--- config.mk ---
export PLATFORM = sky130hd
export DESIGN_NAME = vect_int_ctrl
export DESIGN_NICKNAME = d
export VERILOG_FILES = /design/src/rtl/vect_int_ctrl_pkg.sv /design/src/rtl/vect_int_ctrl_prio.sv /design/src/rtl/vect_int_ctrl.sv
export SDC_FILE = /design/constraint.sdc
export NUM_CORES = 1
export LEC_CHECK = 0
export BUFFER_PORTS_ARGS = -buffer_cell sky130_fd_sc_hd__buf_4
export CAP_MARGIN = 20
export CORE_MARGIN = 1.5
export CORE_UTILIZATION = 25
export CTS_BUF_LIST = sky130_fd_sc_hd__clkbuf_16
export DETAILED_ROUTE_END_ITERATION = 6
export RECOVER_POWER = 100
export SETUP_SLACK_MARGIN = 0.4
export SLEW_MARGIN = 5
export SYNTH_ARGS = -nofsm -noshare
export SYNTH_HDL_FRONTEND = slang
export SYNTH_SLANG_ARGS = --single-unit
--- constraint.sdc ---
create_clock -name g_clk -period 2.5 [get_ports g_clk]
set_input_delay 0.5 -clock g_clk [delete_from_list [all_inputs] [get_ports g_clk]]
set_output_delay 0.5 -clock g_clk [all_outputs]
set_load 0.01 [all_outputs]
--- src/rtl/vect_int_ctrl_pkg.sv ---
// Shared definitions for the vectored interrupt controller: FSM state type
// and default parameter values.
package vect_int_ctrl_pkg;

  localparam int          DEF_N_CH       = 8;
  localparam int          DEF_VEC_W      = 8;
  localparam int unsigned DEF_VEC_BASE   = 32'h0000_00F0;
  localparam int unsigned DEF_VEC_STRIDE = 1;

  typedef enum logic [1:0] {
    IDLE = 2'd0,
    REQ  = 2'd1,
    GAP  = 2'd2
  } state_t;

endpackage

--- src/rtl/vect_int_ctrl_prio.sv ---
// Lowest-index-first priority encoder: idx is the lowest set bit of req,
// valid is high when any bit is set.
module prio_enc_n #(
  parameter int N = 8,
  parameter int W = (N > 1) ? $clog2(N) : 1
) (
  input  logic [N-1:0] req,
  output logic [W-1:0] idx,
  output logic         valid
);

  // Scan high to low so the lowest set bit is the last assignment.
  always_comb begin
    idx   = '0;
    valid = 1'b0;
    for (int i = N - 1; i >= 0; i--) begin
      if (req[i]) begin
        idx   = W'(i);
        valid = 1'b1;
      end
    end
  end

endmodule

--- src/rtl/vect_int_ctrl.sv ---
// Vectored interrupt controller: edge/level capture, masking, nested
// priority arbitration against in-service channels, and a REQ/ack/GAP FSM.
module vect_int_ctrl
  import vect_int_ctrl_pkg::*;
#(
  parameter int               N_CH       = DEF_N_CH,
  parameter int               VEC_W      = DEF_VEC_W,
  parameter logic [VEC_W-1:0] VEC_BASE   = VEC_W'(DEF_VEC_BASE),
  parameter int unsigned      VEC_STRIDE = DEF_VEC_STRIDE
) (
  input  logic             g_clk,
  input  logic             g_clr,
  input  logic [N_CH-1:0]  irq_in,
  input  logic             mask_we,
  input  logic [N_CH-1:0]  mask_in,
  input  logic             mode_we,
  input  logic [N_CH-1:0]  mode_in,
  input  logic             ien,
  input  logic             int_ack,
  input  logic             eoi,
  output logic             int_req,
  output logic [VEC_W-1:0] vector,
  output logic [N_CH-1:0]  pending,
  output logic [N_CH-1:0]  in_service,
  output logic [1:0]       fsm_state
);

  localparam int            IW  = (N_CH > 1) ? $clog2(N_CH) : 1;
  localparam logic [N_CH-1:0] ONE = N_CH'(1);

  state_t          state_q, state_d;
  logic [IW-1:0]   idx_q;
  logic [N_CH-1:0] pending_q, in_service_q, prev_q, mask_q, mode_q;
  logic [N_CH-1:0] pending_d, in_service_d, below, cand, ack_oh, eoi_oh;
  logic [IW-1:0]   is_idx, cand_idx;
  logic            is_valid, cand_valid, latch, ack_take;
  logic [31:0]     vec_sum;

  prio_enc_n #(.N(N_CH), .W(IW)) u_is_enc (
    .req(in_service_q), .idx(is_idx), .valid(is_valid)
  );

  // A channel may only preempt when it outranks everything already in service.
  always_comb begin
    below = '0;
    for (int i = 0; i < N_CH; i++) begin
      below[i] = !is_valid || (i < int'(is_idx));
    end
  end

  assign cand = pending_q & ~mask_q & below;

  prio_enc_n #(.N(N_CH), .W(IW)) u_cand_enc (
    .req(cand), .idx(cand_idx), .valid(cand_valid)
  );

  // Handshake: int_req holds with a stable vector throughout REQ; a cycle with
  // int_ack high while int_req is high is the single accepting transfer.
  always_ff @(posedge g_clk or negedge g_clr) begin
    if (!g_clr) state_q <= IDLE;
    else        state_q <= state_d;
  end

  always_comb begin
    state_d  = state_q;
    latch    = 1'b0;
    ack_take = 1'b0;
    case (state_q)
      IDLE: begin
        if (ien && cand_valid) begin
          state_d = REQ;
          latch   = 1'b1;
        end
      end
      REQ: begin
        if (int_ack) begin
          state_d  = GAP;
          ack_take = 1'b1;
        end else if (!ien) begin
          state_d = IDLE;
        end
      end
      GAP:     state_d = IDLE;
      default: state_d = IDLE;
    endcase
  end

  // eoi clear happens before the ack set; a fresh edge beats the ack clear.
  assign ack_oh       = ack_take ? (ONE << idx_q) : '0;
  assign eoi_oh       = (eoi && is_valid) ? (ONE << is_idx) : '0;
  assign in_service_d = (in_service_q & ~eoi_oh) | ack_oh;
  assign pending_d    = (mode_q & ((pending_q & ~ack_oh) | (irq_in & ~prev_q)))
                      | (~mode_q & irq_in);

  always_ff @(posedge g_clk or negedge g_clr) begin
    if (!g_clr) begin
      idx_q        <= '0;
      pending_q    <= '0;
      in_service_q <= '0;
      prev_q       <= '0;
      mask_q       <= '1;
      mode_q       <= '1;
    end else begin
      if (latch)   idx_q  <= cand_idx;
      if (mask_we) mask_q <= mask_in;
      if (mode_we) mode_q <= mode_in;
      pending_q    <= pending_d;
      in_service_q <= in_service_d;
      prev_q       <= irq_in;
    end
  end

  assign vec_sum    = 32'(VEC_BASE) + 32'(idx_q) * VEC_STRIDE;
  assign int_req    = (state_q == REQ);
  assign vector     = (state_q == REQ) ? vec_sum[VEC_W-1:0] : '0;
  assign pending    = pending_q;
  assign in_service = in_service_q;
  assign fsm_state  = state_q;

endmodule
After elaboration in Yosys (flattened, before gate mapping). Index checks and enable logic that the tools add are counted.

Add/subtract/negate cells: 1. Multiply operators: 0. Div/mod/pow operators: 0. Order comparisons: 7. Equality and inequality tests: 3. Shifts and indexed selects: 2. Mux-type cells: 43. Bitwise logic cells: 15. Reduce and logical (&&, ||, !) cells: 12.

Operator list (number): $and 8x8->8 (7); $mux 3 (16); $not 8->8 (5); $mux 8 (3); $or 8x8->8 (3); $mux 1 (20); $shl 1x3->8 const A (2); $lt 3x3->1 const A (3); $add 8x3->8 const A (1); $logic_or 1x1->1 (7); $lt 1x3->1 const A (2); $lt 2x3->1 const A (2); $mux 2 (3); $pmux 2 s2 (1); $ne 3x3->1 const B (1); $eq 2x1->1 const B (1); $logic_and 1x1->1 (2); $logic_not 2->1 (1); $ne 2x2->1 const B (1); $reduce_and 2->1 (1); $logic_not 1->1 (1).

Register bits after elaboration: 45. Latch bits: 0. Memory bits (writable): 0. Bits in read-only memories: 0. Input bits: 31. Output and inout port bits: 27. Logic and storage cells: 90. Memories kept: 0.

Depth between registers and ports, before layout. Gate-level depths: netlist of the first run.

Depth after elaboration: 22. Mapped depth: 5. Mapped depth without buffers: 5.

Cells and area by module. Synthesis of the first run repeated with hierarchy kept, for this count alone.

Cells, all modules: 188. Area total of the unflattened synthesis: 2065.7 µm².

By module, submodules not included: vect_int_ctrl (instances 1, cells an instance 162, area an instance 1905.6 µm², seq. area each 1146.1 µm²); prio_enc_n (instances 2, cells an instance 13, area an instance 80.1 µm², seq. area each 0.0 µm²).

Worst setup path after synthesis of the first run. No wires, ideal clock.

Kind: reg2reg. Start point: register in_service_q[0] (netlist: in_service[0]). End point: register idx_q[0]. Library setup time: 128 ps. Data arrival time: 1701 ps. Data required time: 2372 ps. Slack: 671 ps. Cell stages (with the launch flop): 6. Buffers on the path: 0. Period minus slack after synthesis: 1829 ps. Cells stage by stage: dfrtp_1 -> or4b_4 -> o21ai_2 -> a21oi_2 -> a31oi_2 -> mux2_1.

Word-level cells in the longest chain between the ends: 14. Elaborated cells on any way between the ends: 37. Classes of those cells: order compare: 7; mux: 20; bitwise: 1; reduce/logical: 9.

RTL lines: start, declared (RTL line vect_int_ctrl.sv:33) `logic [N_CH-1:0] pending_q, in_service_q, prev_q, mask_q, mode_q;`; start signal, assigned (RTL line vect_int_ctrl.sv:108) `in_service_q <= in_service_d;`; $mux 3 or $mux 1 (tied branches) (RTL line vect_int_ctrl_prio.sv:17) `if (req[i]) begin`; $lt 3x3->1 or $logic_not 1->1 (tied branches) (RTL line vect_int_ctrl.sv:47) `below[i] = !is_valid || (i < int'(is_idx));`; $logic_or 1x1->1 or $and 8x8->8 (tied branches) (RTL line vect_int_ctrl.sv:47, vect_int_ctrl.sv:51); $and 8x8->8 * (RTL line vect_int_ctrl.sv:51) `assign cand = pending_q & ~mask_q & below;`; $mux 1 (7 in a row) (RTL line vect_int_ctrl_prio.sv:17); $logic_and 1x1->1 (RTL line vect_int_ctrl.sv:70) `if (ien && cand_valid) begin`; $mux 1 (RTL line vect_int_ctrl.sv:70); $mux 1 (RTL line vect_int_ctrl.sv:68) `case (state_q)`; end signal, assigned (RTL line vect_int_ctrl.sv:104) `if (latch) idx_q <= cand_idx;`; end, declared (RTL line vect_int_ctrl.sv:32) `logic [IW-1:0] idx_q;`.

Mark *: on every way between the ends. The rest lies on a longest branch, timed or not. A chain may end at the register's enable or synchronous reset.

Final worst setup path of the first run. Ends and elaborated chain as after synthesis.

==> impl_metrics.env, run 1 <==
export IMPL_outcome="completed"
export IMPL_setup_viol=0
export IMPL_required_ns=2.66
export IMPL_synth_seq_cells=45
export IMPL_ff2ff_setup_slack_ns=0.41
export IMPL_htreeDepth=2
export IMPL_synthFlopType="dfrtp_1"
export IMPL_syn_area_per_cell_sq_um=11.3
export IMPL_power_density_mw_per_mm2=954
export IMPL_place_hpwl_um=3660
export IMPL_core_sq_mm=0.00781
export IMPL_rows=32
export IMPL_n_antenna_cell=0
export IMPL_final_setup_worst_slack_ns=0.409
export IMPL_p_total_uw=2470
export IMPL_fillers=835
export IMPL_numPortBuffers=56
export IMPL_drtIter0Drc=65
export IMPL_cts_root_buf="clkbuf_16"
export IMPL_tightest_slew_ns=1.13
export IMPL_die_y_um=93.1
export IMPL_critPathArrivalTime_ns=2.25
export IMPL_wl_um=4810
export IMPL_grt_pass1_vias=1536
export IMPL_r2r_start="in_service[0]"
export IMPL_layout_drive_gt1_share=0.303
export IMPL_synth_nets=210
export IMPL_critPathLaunchType="register"
export IMPL_holdPathStages=1
export IMPL_cp_top_family="compound AO/OA/AOI/OAI gates"
export IMPL_relSlewSlack=0.248
export IMPL_irDropWorstVdd_mv=0.375
export IMPL_syn_inst=179
export IMPL_reg2reg_to="idx_q[0]"
export IMPL_rsz0062_at_grt="false"
export IMPL_slowest_stage="or4b_1"
export IMPL_final_cell_area_sq_mm=0.00259
export IMPL_grt_first_pass_wirelength_um=7740
export IMPL_path_buf_inv=0
export IMPL_fp_dieW_um=93.1
export IMPL_num_vias=1555
export IMPL_drc=0
export IMPL_pre_cts_slack_ns=0.611
export IMPL_cts_hold_buffers=0
export IMPL_ys_seq_area_frac=0.565
export IMPL_post_route_period_util=0.837
export IMPL_min_path_type="input port to register"
export IMPL_antenna_found_initial=0
export IMPL_worstSetupEndpointType="register"
export IMPL_clock_sinks=45
export IMPL_critical_path_max_stage_delay_ns=0.56
export IMPL_synth_edf_count=0
export IMPL_place_area_sq_mm=0.00255
export IMPL_crit_chain="or4b_1, o21ai_0, a21oi_2, a31oi_1, mux2_1"
export IMPL_crit_type="register to register"
export IMPL_firstDrtPassIters=4
export IMPL_cp_max_fo=9
export IMPL_finClkSkew_ns=0.00435
export IMPL_syn_area_sq_mm=0.00203
export IMPL_cts_tree="built"
export IMPL_drv_cap=0
export IMPL_yosysWarnings=0
export IMPL_synthToLayoutAreaGrowth_pct=27.5
export IMPL_fmax_mhz=478
export IMPL_slew_violations=0
export IMPL_start_util=0.260
export IMPL_min_to="prev_q[2]"
export IMPL_hold_violations=0
export IMPL_fin_nets=268
export IMPL_p_leak_uw=0.00113
export IMPL_ys_types=44
export IMPL_synthArstFlopShare=1.00
export IMPL_die_area_sq_mm=0.00866
export IMPL_place_gp_congestion=0.834
export IMPL_via_per_inst=4.57
export IMPL_clk_latency_ns=0.28
export IMPL_r2r_worst_path_cells=5
export IMPL_cts_resized=0
export IMPL_post_route_util=0.331
export IMPL_finalCriticalPeriod_ns=2.09
export IMPL_ioPinCount=58
export IMPL_grt_ovfl_total=0
export IMPL_wire_per_inst_um=14.1
export IMPL_path_clk_slew_ns=0.06
export IMPL_hp_start="irq_in[2]"
export IMPL_fin_setup_tns_ns=0
export IMPL_cts_buffers=5
export IMPL_grt_max_degree=46
export IMPL_antenna_left=0
export IMPL_grt_usage=0.118
export IMPL_post_cts_buffers=0
export IMPL_cts_buffer_depth=2
## placed cells by master, fill, tap and decap left out, types with 2 or more instances in the layout
cell type / instances
dfrtp_1: 29
clkbuf_1: 28
buf_4: 24
nand2_1: 23
dfstp_2: 16
mux2_2: 15
inv_1: 10
o21ai_0: 8
a32o_1: 6
nor2_1: 6
clkbuf_4: 6
and2_0: 5
nand2b_1: 5
a21oi_1: 5
clkbuf_16: 5
nor2b_1: 4
nand3_1: 4
o21ai_1: 3
nor3_1: 3
a21o_1: 2
o31ai_1: 2
or2b_1: 2
a31oi_1: 2
## cell usage after synthesis (2+ instances only)
cell type  number  area share
dfrtp_1        29        0.36
a21oi_1         5       0.012
o21ai_1         4      0.0099
o31ai_1         2      0.0074
clkbuf_1        3      0.0056
a21o_1          2      0.0074
nand2_1        23       0.043
and2_1          5       0.015
buf_4           5       0.019
o21ai_0         6       0.015
nand2b_1        5       0.015
o21ai_2         2      0.0086
nor3_1          3      0.0074
nor2_1          6       0.011
mux2_2         15       0.083
nor2b_1         4       0.012
or2b_1          2      0.0074
dfstp_2        16        0.21
a32o_1          6       0.030
nand3_1         4      0.0099
inv_1           9       0.017
## through the flow
stage               cells  hold WS [ns]
CTS                   340         0.240
global placement      332         0.492
floorplan             179         0.204
finish                340         0.345
detailed placement    332         0.509
global route          340         0.354
## power breakdown
part	internal [uW]	switching [uW]	leakage, uW	total [uW]
clock	466	259	0.0000850	724
combinational	340	403	0.000515	743
sequential	866	133	0.000526	999
## kinds of logic (layout without fill, tap and decap cells)
family,Yosys count,in the layout,synth area share
simple gates,61,61,0.161
mux,16,16,0.0888
buf+inv,17,76,0.0407
compound gates,39,39,0.143
flops,45,45,0.565
other cells,1,1,0.00185
## metal layers
| layer | vias to the layer above | part of all wire | GRT usage |
|---|---|---|---|
| met5 | - | 0 | 0 |
| met2 | 39 | 0.47 | 0.187 |
| met1 | 760 | 0.47 | 0.159 |
| li1 | 749 | - | - |
| met3 | 7 | 0.042 | 0.0285 |
| met4 | 0 | 0.019 | 0.0354 |
## registers in the layout, indices dropped and copies added (netlist names)
register / flops
idx_q: 3
in_service: 8
mode_q: 8
prev_q: 8
pending: 8
mask_q: 8
fsm_state: 2
## cell type report
cell class              count  area (sq um)  area share
inverters                   9          33.8      0.0131
clock buffers               5           125      0.0484
well taps                 102           128      0.0493
flip-flops and latches     45          1150       0.443
multi-input cells         117           779       0.301
repair buffers             59           335       0.130
clock inverters             3          38.8      0.0150
## worst max-delay path by stage
stage | endpoint | cells after the start | start
floorplan | idx_q[0] | 5 | in_service[0]
global placement | idx_q[0] | 5 | in_service[0]
detailed placement | idx_q[0] | 5 | in_service[0]
CTS | idx_q[0] | 5 | in_service[0]
global route | idx_q[0] | 5 | in_service[0]
finish | idx_q[0] | 5 | in_service[0]
Power figures use the tool's default switching activity.
==> inputs of run 2 (changes only) <==
ABC_AREA = 1   (was default)
clock period = 1.7 ns   (was 2.5 ns; I/O delays follow)
==> run 2 against run 1 <==
Clock power is 46% higher. Non-clock buffer count is 11 higher. Utilization is 4.1 points higher. Via count is 13% higher. Largest power group is now combinational logic. Sequential share of layout area is 6.5 points lower. Critical path depth is 7 higher. Synthesized area is 3.5% higher. Highest routed layer unchanged.
==> impl_metrics.env, run 2 <==
export IMPL_outcome="completed"
export IMPL_path_clk_slew_ns=0.06
export IMPL_htreeDepth=2
export IMPL_cts_tree="built"
export IMPL_ioPinCount=58
export IMPL_antenna_found_initial=0
export IMPL_syn_area_per_cell_sq_um=9.24
export IMPL_crit_path_frequent_cell="nand2_2"
export IMPL_via_per_inst=4.37
export IMPL_final_common_cell="nand2_1"
export IMPL_antenna_left=0
export IMPL_cts_buffer_depth=2
export IMPL_finalCriticalPeriod_ns=1.61
export IMPL_ys_top_cells_by_area="dfrtp_1 (35%), dfstp_2 (20%), nand2_1 (8.6%)"
export IMPL_final_setup_worst_slack_ns=0.0935
export IMPL_p_leak_uw=0.00139
export IMPL_slew_violations=0
export IMPL_power_density_mw_per_mm2=1580
export IMPL_core_sq_mm=0.00818
export IMPL_die_y_um=94.6
export IMPL_ys_types=29
export IMPL_yosys_area_top_type="dfrtp_1"
export IMPL_grt_pass1_vias=1730
export IMPL_synthArstFlopShare=1.00
export IMPL_fp_dieW_um=94.6
export IMPL_wl_um=5270
export IMPL_synth_edf_count=0
export IMPL_critPathArrivalTime_ns=1.83
export IMPL_cp_max_fo=6
export IMPL_setup_viol=0
export IMPL_path_buf_inv=2
export IMPL_cts_hold_buffers=0
export IMPL_die_area_sq_mm=0.00895
export IMPL_finClkSkew_ns=0.00213
export IMPL_grt_first_pass_wirelength_um=8230
export IMPL_grt_ovfl_total=0
export IMPL_critical_path_max_stage_delay_ns=0.43
export IMPL_irDropWorstVdd_mv=0.509
export IMPL_worstSetupEndpointType="register"
export IMPL_fin_nets=328
export IMPL_layout_drive_gt1_share=0.473
export IMPL_min_path_type="input port to register"
export IMPL_yosys_area_top_type_share=0.346
export IMPL_wire_per_inst_um=13.1
export IMPL_clk_latency_ns=0.28
export IMPL_synthFlopType="dfrtp_1"
export IMPL_relSlewSlack=0.254
export IMPL_rows=33
export IMPL_ys_seq_area_frac=0.546
export IMPL_synth_seq_cells=45
export IMPL_p_total_uw=4800
export IMPL_slowest_stage="dfrtp_2"
export IMPL_cts_buffers=5
export IMPL_numPortBuffers=56
export IMPL_drc=0
export IMPL_final_cell_mix="nand2_1 (39), buf_4 (33), dfrtp_1 (25)"
export IMPL_yosysWarnings=0
export IMPL_tightest_slew_ns=1.12
export IMPL_n_antenna_cell=0
export IMPL_place_gp_congestion=0.893
export IMPL_synth_commonest_cells="nand2_1 (48), inv_1 (34), dfrtp_1 (29)"
export IMPL_fin_setup_tns_ns=0
export IMPL_grt_max_degree=46
export IMPL_synth_nets=258
export IMPL_post_route_util=0.373
export IMPL_drtIter0Drc=91
export IMPL_cts_root_buf="clkbuf_16"
export IMPL_firstDrtPassIters=4
export IMPL_syn_area_sq_mm=0.00210
export IMPL_place_hpwl_um=3950
export IMPL_critPathLaunchType="register"
export IMPL_crit_chain="nor2_4, nand2_4, inv_2, nand2_2, inv_2, nand3_2, a21boi_1, nand2_1, nand2_2, nand2_2, nand3_2, nand2_1"
export IMPL_crit_type="register to register"
export IMPL_num_vias=1761
export IMPL_syn_inst=227
export IMPL_grt_usage=0.122
export IMPL_cp_top_family="simple AND/OR/NAND/NOR gates"
export IMPL_start_util=0.257
export IMPL_rsz0062_at_grt="true"
export IMPL_required_ns=1.92
export IMPL_hold_violations=0
export IMPL_pre_cts_slack_ns=0.115
export IMPL_fmax_mhz=622
export IMPL_clock_sinks=45
export IMPL_yosysMostFrequentCell="nand2_1"
export IMPL_drv_cap=0
export IMPL_post_route_period_util=0.945
export IMPL_synthToLayoutAreaGrowth_pct=45.1
-- run 2: area by class of cell --
cell class	count	area (sq um)
well taps	105	131
flip-flops and latches	45	1150
clock buffers	5	125
inverters	39	154
multi-input cells	136	920
clock inverters	3	37.5
repair buffers	70	527
fillers	843	5130
-- run 2: repair_timing --
action,CTS,global route
buffers inserted,11,3
setup endpoints to repair,23,33
hold endpoints to repair,0,0
gates resized for setup,22,48
pin swaps,7,14
-- run 2: logic make-up after synthesis --
logic type	Yosys count	share of synthesized area
compound gates	29	0.0942
buf+inv	46	0.0912
flops	45	0.546
mux	10	0.0537
other cells	1	0.00179
simple gates	96	0.213
-- run 2: path summary, 6_finish.rpt --
kind                                     from            end  slack (ns)  depth (start not counted)
worst max-delay path            in_service[0]       idx_q[1]        0.09                         12
worst min-delay path                irq_in[1]      prev_q[1]        0.19                          1
worst max register to register  in_service[0]       idx_q[1]        0.09                         12
worst min register to register      mask_q[0]      mask_q[0]        0.47                          2
max in group asynchronous               g_clr  in_service[0]        0.67                          1
min in group asynchronous               g_clr     pending[5]        0.27                          1
-- run 2: stage by stage --
stage / hold slack [ns] / std cells / instance area (sq um)
after floorplan: 0.0444 / 227 / 2120
after global placement: 0.381 / 381 / 2630
after detailed placement: 0.381 / 381 / 2630
after CTS: 0.0860 / 400 / 2940
after global routing: 0.187 / 403 / 3050
final: 0.194 / 403 / 3050
-- run 2: metal layers --
metal  up-vias  wire [um]  GRT usage
met1       844       2350      0.153
met2        55       2520      0.201
met4         0         44     0.0336
met5         -          0          0
li1        857          -          -
met3         5        359     0.0395
-- run 2: power by group --
part	switching, uW	internal, uW
clock network	376	682
registers	178	1290
logic	1310	966
total	1860	2940
==> inputs of run 3 (changes only) <==
CELL_PAD_IN_SITES_DETAIL_PLACEMENT = 0   (was default)
CELL_PAD_IN_SITES_GLOBAL_PLACEMENT = 1   (was default)
CORE_MARGIN = 1   (was 1.5)
PLACE_DENSITY_LB_ADDON = 0.1   (was default)
==> run 3 against run 2 <==
Cell area grew 5.2%. Final cell count is 1.5% higher. First-iteration DRC count down 56%. Count of clock-buffer cells in the layout unchanged. Total power is 7.1% higher. Register-to-register slack worse by 0.03 ns. Worst setup slack got worse by 0.030 ns.
==> impl_metrics.env, run 3 (synthesis gave the netlist of run 2 again) <==
export IMPL_wl_um=5420
export IMPL_final_common_cell="buf_4"
export IMPL_place_hpwl_um=4050
export IMPL_die_y_um=93.6
export IMPL_p_leak_uw=0.00148
export IMPL_required_ns=1.92
export IMPL_synthToLayoutAreaGrowth_pct=52.7
export IMPL_worstSetupEndpointType="register"
export IMPL_grt_pass1_vias=1818
export IMPL_crit_type="register to register"
export IMPL_multi_input_area_sq_um=958
export IMPL_cp_max_fo=6
export IMPL_num_vias=1734
export IMPL_power_density_mw_per_mm2=1600
export IMPL_rsz0062_at_grt="true"
export IMPL_cts_tree="built"
export IMPL_numPortBuffers=56
export IMPL_hold_violations=0
export IMPL_relSlewSlack=0.243
export IMPL_ioPinCount=58
export IMPL_irDropWorstVdd_mv=0.475
export IMPL_slew_violations=0
export IMPL_drv_cap=0
export IMPL_cts_hold_buffers=0
export IMPL_drc=0
export IMPL_fin_nets=334
export IMPL_rows=33
export IMPL_fmax_mhz=611
export IMPL_drtIter0Drc=40
export IMPL_cts_root_buf="clkbuf_16"
export IMPL_place_area_sq_mm=0.00264
export IMPL_die_area_sq_mm=0.00876
export IMPL_start_util=0.257
export IMPL_finClkSkew_ns=0.00474
export IMPL_post_route_period_util=0.963
export IMPL_place_inst=382
export IMPL_n_antenna_cell=0
export IMPL_final_cell_area_sq_mm=0.00320
export IMPL_cts_buffers=5
export IMPL_fin_cells=409
export IMPL_clock_sinks=45
export IMPL_setup_viol=0
export IMPL_layout_drive_gt1_share=0.563
export IMPL_ff_latch_area_sq_mm=0.00115
export IMPL_grt_usage=0.138
export IMPL_fillers=850
export IMPL_firstDrtPassIters=4
export IMPL_tightest_slew_ns=1.14
export IMPL_grt_max_degree=46
export IMPL_fin_setup_tns_ns=0
export IMPL_outcome="completed"
export IMPL_path_clk_slew_ns=0.06
export IMPL_antenna_found_initial=0
export IMPL_final_cell_mix="buf_4 (46), nand2_1 (41), dfrtp_1 (25)"
export IMPL_htreeDepth=2
export IMPL_wire_per_inst_um=13.3
export IMPL_grt_ovfl_total=0
export IMPL_clk_latency_ns=0.28
export IMPL_core_sq_mm=0.00818
export IMPL_via_per_inst=4.24
export IMPL_min_path_type="input port to register"
export IMPL_finalCriticalPeriod_ns=1.64
export IMPL_cts_buffer_depth=2
export IMPL_antenna_left=0
export IMPL_fp_dieW_um=93.6
export IMPL_grt_first_pass_wirelength_um=9070
export IMPL_critPathArrivalTime_ns=1.86
export IMPL_place_gp_congestion=0.784
export IMPL_critPathLaunchType="register"
-- run 3: critical path, stage by stage (launching register included) --
cell and delay (ns):
dfrtp_1 0.41, nor2_4 0.20, nand2_4 0.11, inv_2 0.09, nand2_2 0.06, inv_2 0.07
nand3_2 0.06, a21boi_2 0.16, nand2_1 0.08, nand2_2 0.09, nand2_2 0.11, nand3_2 0.06
nand2_1 0.06
-- run 3: timing repair --
action / 4_1_cts / 5_1_grt
pin swaps: 17 / 13
gates resized for setup: 35 / 44
endpoints found under the setup margin: 28 / 35
setup buffers: 13 / 6
gates cloned: 0 / 0
-- run 3: metrics by stage --
stage                      util  setup WS, ns  power [uW]  hold WS (ns)
after CTS                 0.369        0.0888        4770        0.0859
after global routing      0.392       -0.0662        5510         0.188
after global placement    0.323        0.0716        3260         0.393
after detailed placement  0.323        0.0674        3250         0.388
final                     0.392        0.0631        5140         0.185
after floorplan               -         0.248        2660        0.0444
-- run 3: path summary, 6_finish.rpt --
| kind | startpoint | end | slack (ns) | depth (start not counted) |
|---|---|---|---|---|
| max | in_service[3] | idx_q[0] | 0.06 | 12 |
| min | irq_in[3] | prev_q[3] | 0.19 | 1 |
| max reg2reg | in_service[3] | idx_q[0] | 0.06 | 12 |
| min reg2reg | mask_q[0] | mask_q[0] | 0.47 | 2 |
| max in group asynchronous | g_clr | in_service[0] | 0.67 | 1 |
| min in group asynchronous | g_clr | in_service[6] | 0.28 | 1 |
-- run 3: routing by layer --
layer,global-route usage,routed length [um],up-vias
li1,-,-,872
met1,0.185,2590,821
met2,0.225,2570,35
met3,0.0260,201,6
met4,0.0385,61,0
met5,0,0,-
-- run 3: layout make-up --
type	count	area share
flip-flops and latches	45	0.359
multi-input cells	136	0.299
clock inverters	3	0.0129
inverters	39	0.0480
well taps	105	0.0410
clock buffers	5	0.0390
repair buffers	76	0.201
-- run 3: where the power goes --
part / switching, uW / leakage (uW) / total [uW] / internal, uW
sequential: 186 / 0.000519 / 1480 / 1290
combinational: 1380 / 0.000882 / 2570 / 1190
clock: 401 / 0.0000775 / 1090 / 688
total: 1960 / 0.00148 / 5140 / 3170
